==> src/rtl/pc_pkg.sv <==
// Shared types and helpers for the fetch-path program counter.
package pc_pkg;

  typedef enum logic [1:0] {
    S_BOOT  = 2'd0,
    S_RUN   = 2'd1,
    S_REDIR = 2'd2
  } pc_state_e;

  // Ceiling log2; exact for the power-of-two STEP values used here.
  function automatic int clog2(input longint unsigned v);
    int r;
    longint unsigned x;
    r = 0;
    x = 1;
    while (x < v) begin
      x = x << 1;
      r = r + 1;
    end
    return r;
  endfunction

endpackage

==> src/rtl/pc_incr_unit_incr_chain.sv <==
// N-bit +1 incrementer: a ripple of half-adder cells with the carry-in tied high.
module incr_chain #(
  parameter int N = 30
) (
  input  logic [N-1:0] a,
  output logic [N-1:0] sum,
  output logic         cout
);

  logic [N:0] c;

  assign c[0] = 1'b1;

  for (genvar i = 0; i < N; i++) begin : g_cell
    assign sum[i]  = a[i] ^ c[i];
    assign c[i+1]  = a[i] & c[i];
  end

  assign cout = c[N];

endmodule

==> src/rtl/pc_incr_unit.sv <==
// Program-counter register with STEP increment, redirect loads and a valid/ready
// fetch handshake.
//
// state   | meaning
// S_BOOT  | out of reset, pc not yet presented
// S_RUN   | pc presented to fetch, advances on transfer
// S_REDIR | one-cycle bubble after a redirect load
module pc_incr_unit
  import pc_pkg::*;
#(
  parameter int                WIDTH     = 32,
  parameter int                STEP      = 4,
  parameter logic [WIDTH-1:0]  RESET_VEC = '0
) (
  input  logic             clk,
  input  logic             rst_n,
  input  logic             ld,
  input  logic [WIDTH-1:0] ld_addr,
  input  logic             stall,
  input  logic             ready,
  output logic             valid,
  output logic [WIDTH-1:0] pc,
  output logic [WIDTH-1:0] pc_plus,
  output logic             ovf,
  output logic             misalign
);

  localparam int               SH       = clog2(longint'(STEP));
  localparam int               N        = WIDTH - SH;
  localparam logic [WIDTH-1:0] LOW_MASK = WIDTH'(STEP - 1);

  pc_state_e        state;
  logic [N-1:0]     chain_a;
  logic [N-1:0]     sum;
  logic             carry;
  logic [WIDTH-1:0] ld_aligned;
  logic             ld_misaligned;

  assign chain_a = pc[WIDTH-1:SH];

  incr_chain #(.N(N)) u_incr (
    .a    (chain_a),
    .sum  (sum),
    .cout (carry)
  );

  // Low bits below the step size pass straight through the increment.
  assign pc_plus       = (WIDTH'(sum) << SH) | (pc & LOW_MASK);
  assign ld_aligned    = ld_addr & ~LOW_MASK;
  assign ld_misaligned = |(ld_addr & LOW_MASK);

  always_ff @(posedge clk) begin
    if (!rst_n) begin
      state    <= S_BOOT;
      pc       <= RESET_VEC;
      valid    <= 1'b0;
      ovf      <= 1'b0;
      misalign <= 1'b0;
    end else begin
      misalign <= ld & ld_misaligned;
      if (ld) begin
        // Redirect beats stall and any same-cycle transfer.
        state <= S_REDIR;
        pc    <= ld_aligned;
        valid <= 1'b0;
        ovf   <= 1'b0;
      end else begin
        case (state)
          S_BOOT: begin
            if (!stall) begin
              state <= S_RUN;
              valid <= 1'b1;
            end
          end
          S_RUN: begin
            if (!stall && ready) begin
              pc <= pc_plus;
              if (carry) ovf <= 1'b1;
            end
          end
          S_REDIR: begin
            if (!stall) begin
              state <= S_RUN;
              valid <= 1'b1;
            end
          end
          default: begin
            state <= S_BOOT;
            valid <= 1'b0;
          end
        endcase
      end
    end
  end

endmodule
==> config.mk <==
export PLATFORM = sky130hd
export DESIGN_NAME = pc_incr_unit
export DESIGN_NICKNAME = d
export VERILOG_FILES = /design/src/rtl/pc_pkg.sv /design/src/rtl/pc_incr_unit_incr_chain.sv /design/src/rtl/pc_incr_unit.sv
export SDC_FILE = /design/constraint.sdc
export NUM_CORES = 1
export LEC_CHECK = 0
export CAP_MARGIN = 20
export CORE_AREA = 3 3 58 60
export CTS_BUF_LIST = sky130_fd_sc_hd__clkbuf_4
export DETAILED_ROUTE_END_ITERATION = 10
export DIE_AREA = 0 0 61 63
export DONT_BUFFER_PORTS = 1
export PLACE_DENSITY = 0.77
export SLEW_MARGIN = 30
export SYNTH_ARGS = -nofsm -noshare
export SYNTH_HDL_FRONTEND = slang
export SYNTH_SLANG_ARGS = --single-unit
==> constraint.sdc <==
create_clock -name clk -period 8.3 [get_ports clk]
set_input_delay 1.245 -clock clk [delete_from_list [all_inputs] [get_ports clk]]
set_output_delay 1.245 -clock clk [all_outputs]
set_load 0.05 [all_outputs]
### Yosys cells after proc, flatten, opt, wreduce, memory -nomap -nowiden

Cells that the tools add are included.

| cells by class | value |
|---|---|
| $lt $le $gt $ge | 0 |
| shifts and indexed selects | 0 |
| reduce and logical (&&, ||, !) cells | 13 |
| divide/modulo/power cells | 0 |
| add/subtract/negate cells | 0 |
| bitwise gates (word level) | 63 |
| eq/ne operators | 5 |
| $mul | 0 |
| muxes and demuxes | 8 |

Operators with widths:

| operator | number |
|---|---|
| $mux W32 | 3 |
| $or A32 B2 Y32 | 1 |
| $and A1 B1 Y1 | 30 |
| $xor A1 B1 Y1 | 29 |
| $reduce_and A2 Y1 | 4 |
| $reduce_or A2 Y1 | 3 |
| $mux W2 | 2 |
| $ne A2 B2 Y1 const B | 2 |
| $pmux W2 S2 | 1 |
| $reduce_bool A2 Y1 | 2 |
| $ne A3 B3 Y1 const B | 1 |
| $not A1 Y1 | 3 |
| $reduce_and A3 Y1 | 1 |
| $eq A2 B1 Y1 const B | 1 |
| $eq A2 B2 Y1 const B | 1 |
| $logic_not A2 Y1 | 1 |
| $pmux W1 S2 | 1 |
| $logic_and A1 B1 Y1 | 1 |
| $logic_not A1 Y1 | 1 |
| $mux W1 | 1 |

| word-level totals | value |
|---|---|
| RAM bits | 0 |
| latch bits | 0 |
| flip-flop bits (word level) | 37 |
| logic and storage cells | 96 |
| bits of input ports | 37 |
| memory bits (read-only) | 0 |
| memories kept | 0 |

### Depth between registers and ports, before layout

| depth | value |
|---|---|
| depth in word-level cells | 33 |
| mapped depth | 31 |

### By module

A second synthesis with hierarchy kept.

| second synthesis, totals | value |
|---|---|
| cells, all modules | 215 |
| area total of the unflattened synthesis | 1803.0 um2 |

Modules (own cells, without submodules):

| module | cells an instance | instances | area each (um2) | seq. area each (um2) |
|---|---|---|---|---|
| pc_incr_unit | 185 | 1 | 1436.4 | 680.7 |
| incr_chain | 30 | 1 | 366.6 | 0.0 |

### Worst setup path before layout

OpenSTA, ideal clock, no wires.

| timing | value |
|---|---|
| path type | flip-flop to output port |
| start point | register pc[2] |
| end point | output pc_plus[31] |
| cell stages (with the launch flop) | 30 |
| required time | 7.055 ns |
| path slack | 1.095 ns |
| data arrival time | 5.960 ns |
| path through | dfxtp_1 ha_1 ha_1 ha_1 ha_1 ha_1 ha_1 ha_1 ha_1 ha_1 ha_1 ha_1 ha_1 ha_1 ha_1 ha_1 ha_1 ha_1 ha_1 ha_1 ha_1 ha_1 ha_1 ha_1 ha_1 ha_1 ha_1 ha_1 ha_1 ha_1 |

| on the way | value |
|---|---|
| word-level cells in the longest chain between the ends | 30 |

Ends and longest elaborated chain:

| what | line | RTL |
|---|---|---|
| start: declaration | pc_incr_unit.sv:22 | `output logic [WIDTH-1:0] pc,` |
| start signal: assignment | pc_incr_unit.sv:64 | `pc <= ld_aligned;` |
| start signal: assignment | pc_incr_unit.sv:77 | `pc <= pc_plus;` |
| $and A1 B1 Y1 (28 in series) | pc_incr_unit_incr_chain.sv:16 | `assign c[i+1] = a[i] & c[i];` |
| $xor A1 B1 Y1 | pc_incr_unit_incr_chain.sv:15 | `assign sum[i] = a[i] ^ c[i];` |
| $or A32 B2 Y32 | pc_incr_unit.sv:48 | `assign pc_plus = (WIDTH'(sum) << SH) \| (pc & LOW_MASK);` |
| end: declaration | pc_incr_unit.sv:23 | `output logic [WIDTH-1:0] pc_plus,` |

No other way between the ends.

### Worst setup path after layout

Ends and elaborated chain as after synthesis.

==> reports/results.txt <==
Worst-path clk slew = 0.10 ns
number of port buffers = 0
Setup TNS = 0 ns
WP data arrival = 6.68 ns
Initial Util = 0.604
setup violators final = 0
Worst Max-Slew Pin Slew = 0.820 ns
Area Overhead vs Synth = 0.000222%
post-DR wirelength/cell = 17.6 µm
antenna cells = 0
RSZ-0062 raised after global routing = false
Hold Buf Count CTS = 0
Leakage = 0.800 nW
fmax = 0.126 GHz
final instance area = 0.00180 mm²
Mapped Cells = 214
H-tree depth = 2
Post-Syn Area = 0.00180 mm²
met2 Resource Use GR = 0.400
Die Height = 63 µm
grt met1 use = 0.224
Final Cycle Share = 0.954
initial antenna violation count = 0
Hold WS = 0.495 ns
Slew headroom = 0.453
width of the chip = 61 µm
first-pass GRT wire length = 6.47 mm
setup bufs post-CTS = 0
IO Pins = 104
Peak VDD IR = 0.121 mV
Most Crowded Layer GR = met2
# fillers = 274
post-layout min period = 7.92 ns
Pwr Density = 215 mW/mm²
FP Rows = 20
vias in the first global route = 1486
gr usage total = 0.222
drt total wl = 4.21 mm
GRT overflow = 0
Fin. Hold Viols = 0
Die Area = 0.00384 mm²
vias per std cell = 6.38
most frequent cells in the layout = 59 x nand2_1, 34 x dfxtp_1, 30 x o21ai_0
met3 Use GR = 0.0888
Post-CTS Resized = 0
DR iter-0 viols = 84
placed cell areas = 0.00175 mm²
total number of vias = 1524
first drt pass iteration count = 6
total power draw = 0.000386 W
Avg Inst Size Synth = 8.41 µm²
Critical Path End Type = output pin
DRC = 0
Placer Congestion = 0.796
core area = 0.00298 mm²
CP peak stage delay = 0.58 ns
Critical Path Source Type = flop
final net count = 271
status = finished, final reports clean
Critical Path Slowest Stage Cell = ha_1
critical path peak fanout = 4
Worst Hold Class = reg2reg
CTS buffer count = 5
clk_lat worst skew = 0.33 ns
largest net degree at the start of global routing = 62
Root Driver = clkbuf_4
Slew Limit Fails = 0
CP dominant cell by count = ha_1
Clock Sinks = 34
Multi-input gate area = 0.00102 mm²
most common library cell in the layout ignoring fill and taps = nand2_1
maxcap violations = 0
Seq/Total Area, Yosys = 0.378
layout cell share with drive strength beyond 1 = 0.0388
register area = 681 µm²
CTS tree = built
Ys Warns = 0
CTS max path bufs = 2
Cell variety after synth = 19
number of routed nets with antenna violations = 0
Worst Path Class, Setup = reg2out
Synth Register Bits = 34
worst path required time = 7.05 ns
Worst Skew = 0.00738 ns
HPWL Detailed = 3.06 mm
## cell type report
type | count | area share
Clock inverter | 3 | 0.00626
Sequential cell | 34 | 0.378
Tap cell | 33 | 0.0229
Clock buffer | 5 | 0.0209
Inverter | 2 | 0.00417
Multi-Input combinational cell | 162 | 0.567
## flip-flops by register name, summed over array words and instances, names as in the netlist
signal,count
ovf,1
valid,1
state,1
misalign,1
pc,30
## metrics by stage
stage,instances,worst slack [ns],util
floorplan,217,1.10,-
global placement,231,0.814,0.586
detailed placement,231,0.716,0.588
CTS,239,0.305,0.604
global route,239,0.0469,0.604
finish,239,0.378,0.604
## critical path, delay by kind of cell, from the launching register on
kind                       cells  cell delay, ns
adders and majority gates     29            5.84
DFF                            1            0.52
## path summary, 6_finish.rpt
path	from	end	slack [ns]	depth (start not counted)
worst min-delay path	state[1]	valid	0.49	1
worst max-delay path	pc[2]	pc_plus[31]	0.38	29
worst min register to register	state[1]	valid	0.49	1
worst max register to register	pc[2]	pc[31]	1.60	31
## power by group
group | internal (W) | total [W] | switching [W]
clock | 0.0000301 | 0.0000838 | 0.0000537
sequential | 0.000174 | 0.000223 | 0.0000485
combinational | 0.0000179 | 0.0000799 | 0.0000620
total | 0.000222 | 0.000386 | 0.000164
## per-layer routing
metal / up-vias / share of wire
li1: 740 / -
met1: 707 / 0.36
met2: 71 / 0.53
met3: 6 / 0.088
met4: 0 / 0.014
met5: - / 0
## synth_stat cells, drive strengths merged
cell	n	area (µm²)
ha	29	363
a31oi	29	181
nand4bb	1	11.3
dfxtp	34	681
o211a	1	10.0
o21ai	30	150
clkbuf	9	33.8
nor2b	2	12.5
and4bb	1	16.3
conb	1	3.75
inv	2	7.50
nand2	59	221
nor2	1	3.75
xnor2	1	8.76
a21oi	3	15.0
a211oi	1	7.51
buf	10	72.6
## cells by family after synthesis
family	Yosys count	share of synthesized area
AOI/OAI and AO/OA	64	0.202
xor gates and xnor gates	1	0.00487
DFF	34	0.378
other	1	0.00208
adders and majority gates	29	0.202
and+or+nand+nor	64	0.147
buffers and inverters	21	0.0633
No activity file was read; power rests on OpenSTA's default activity.
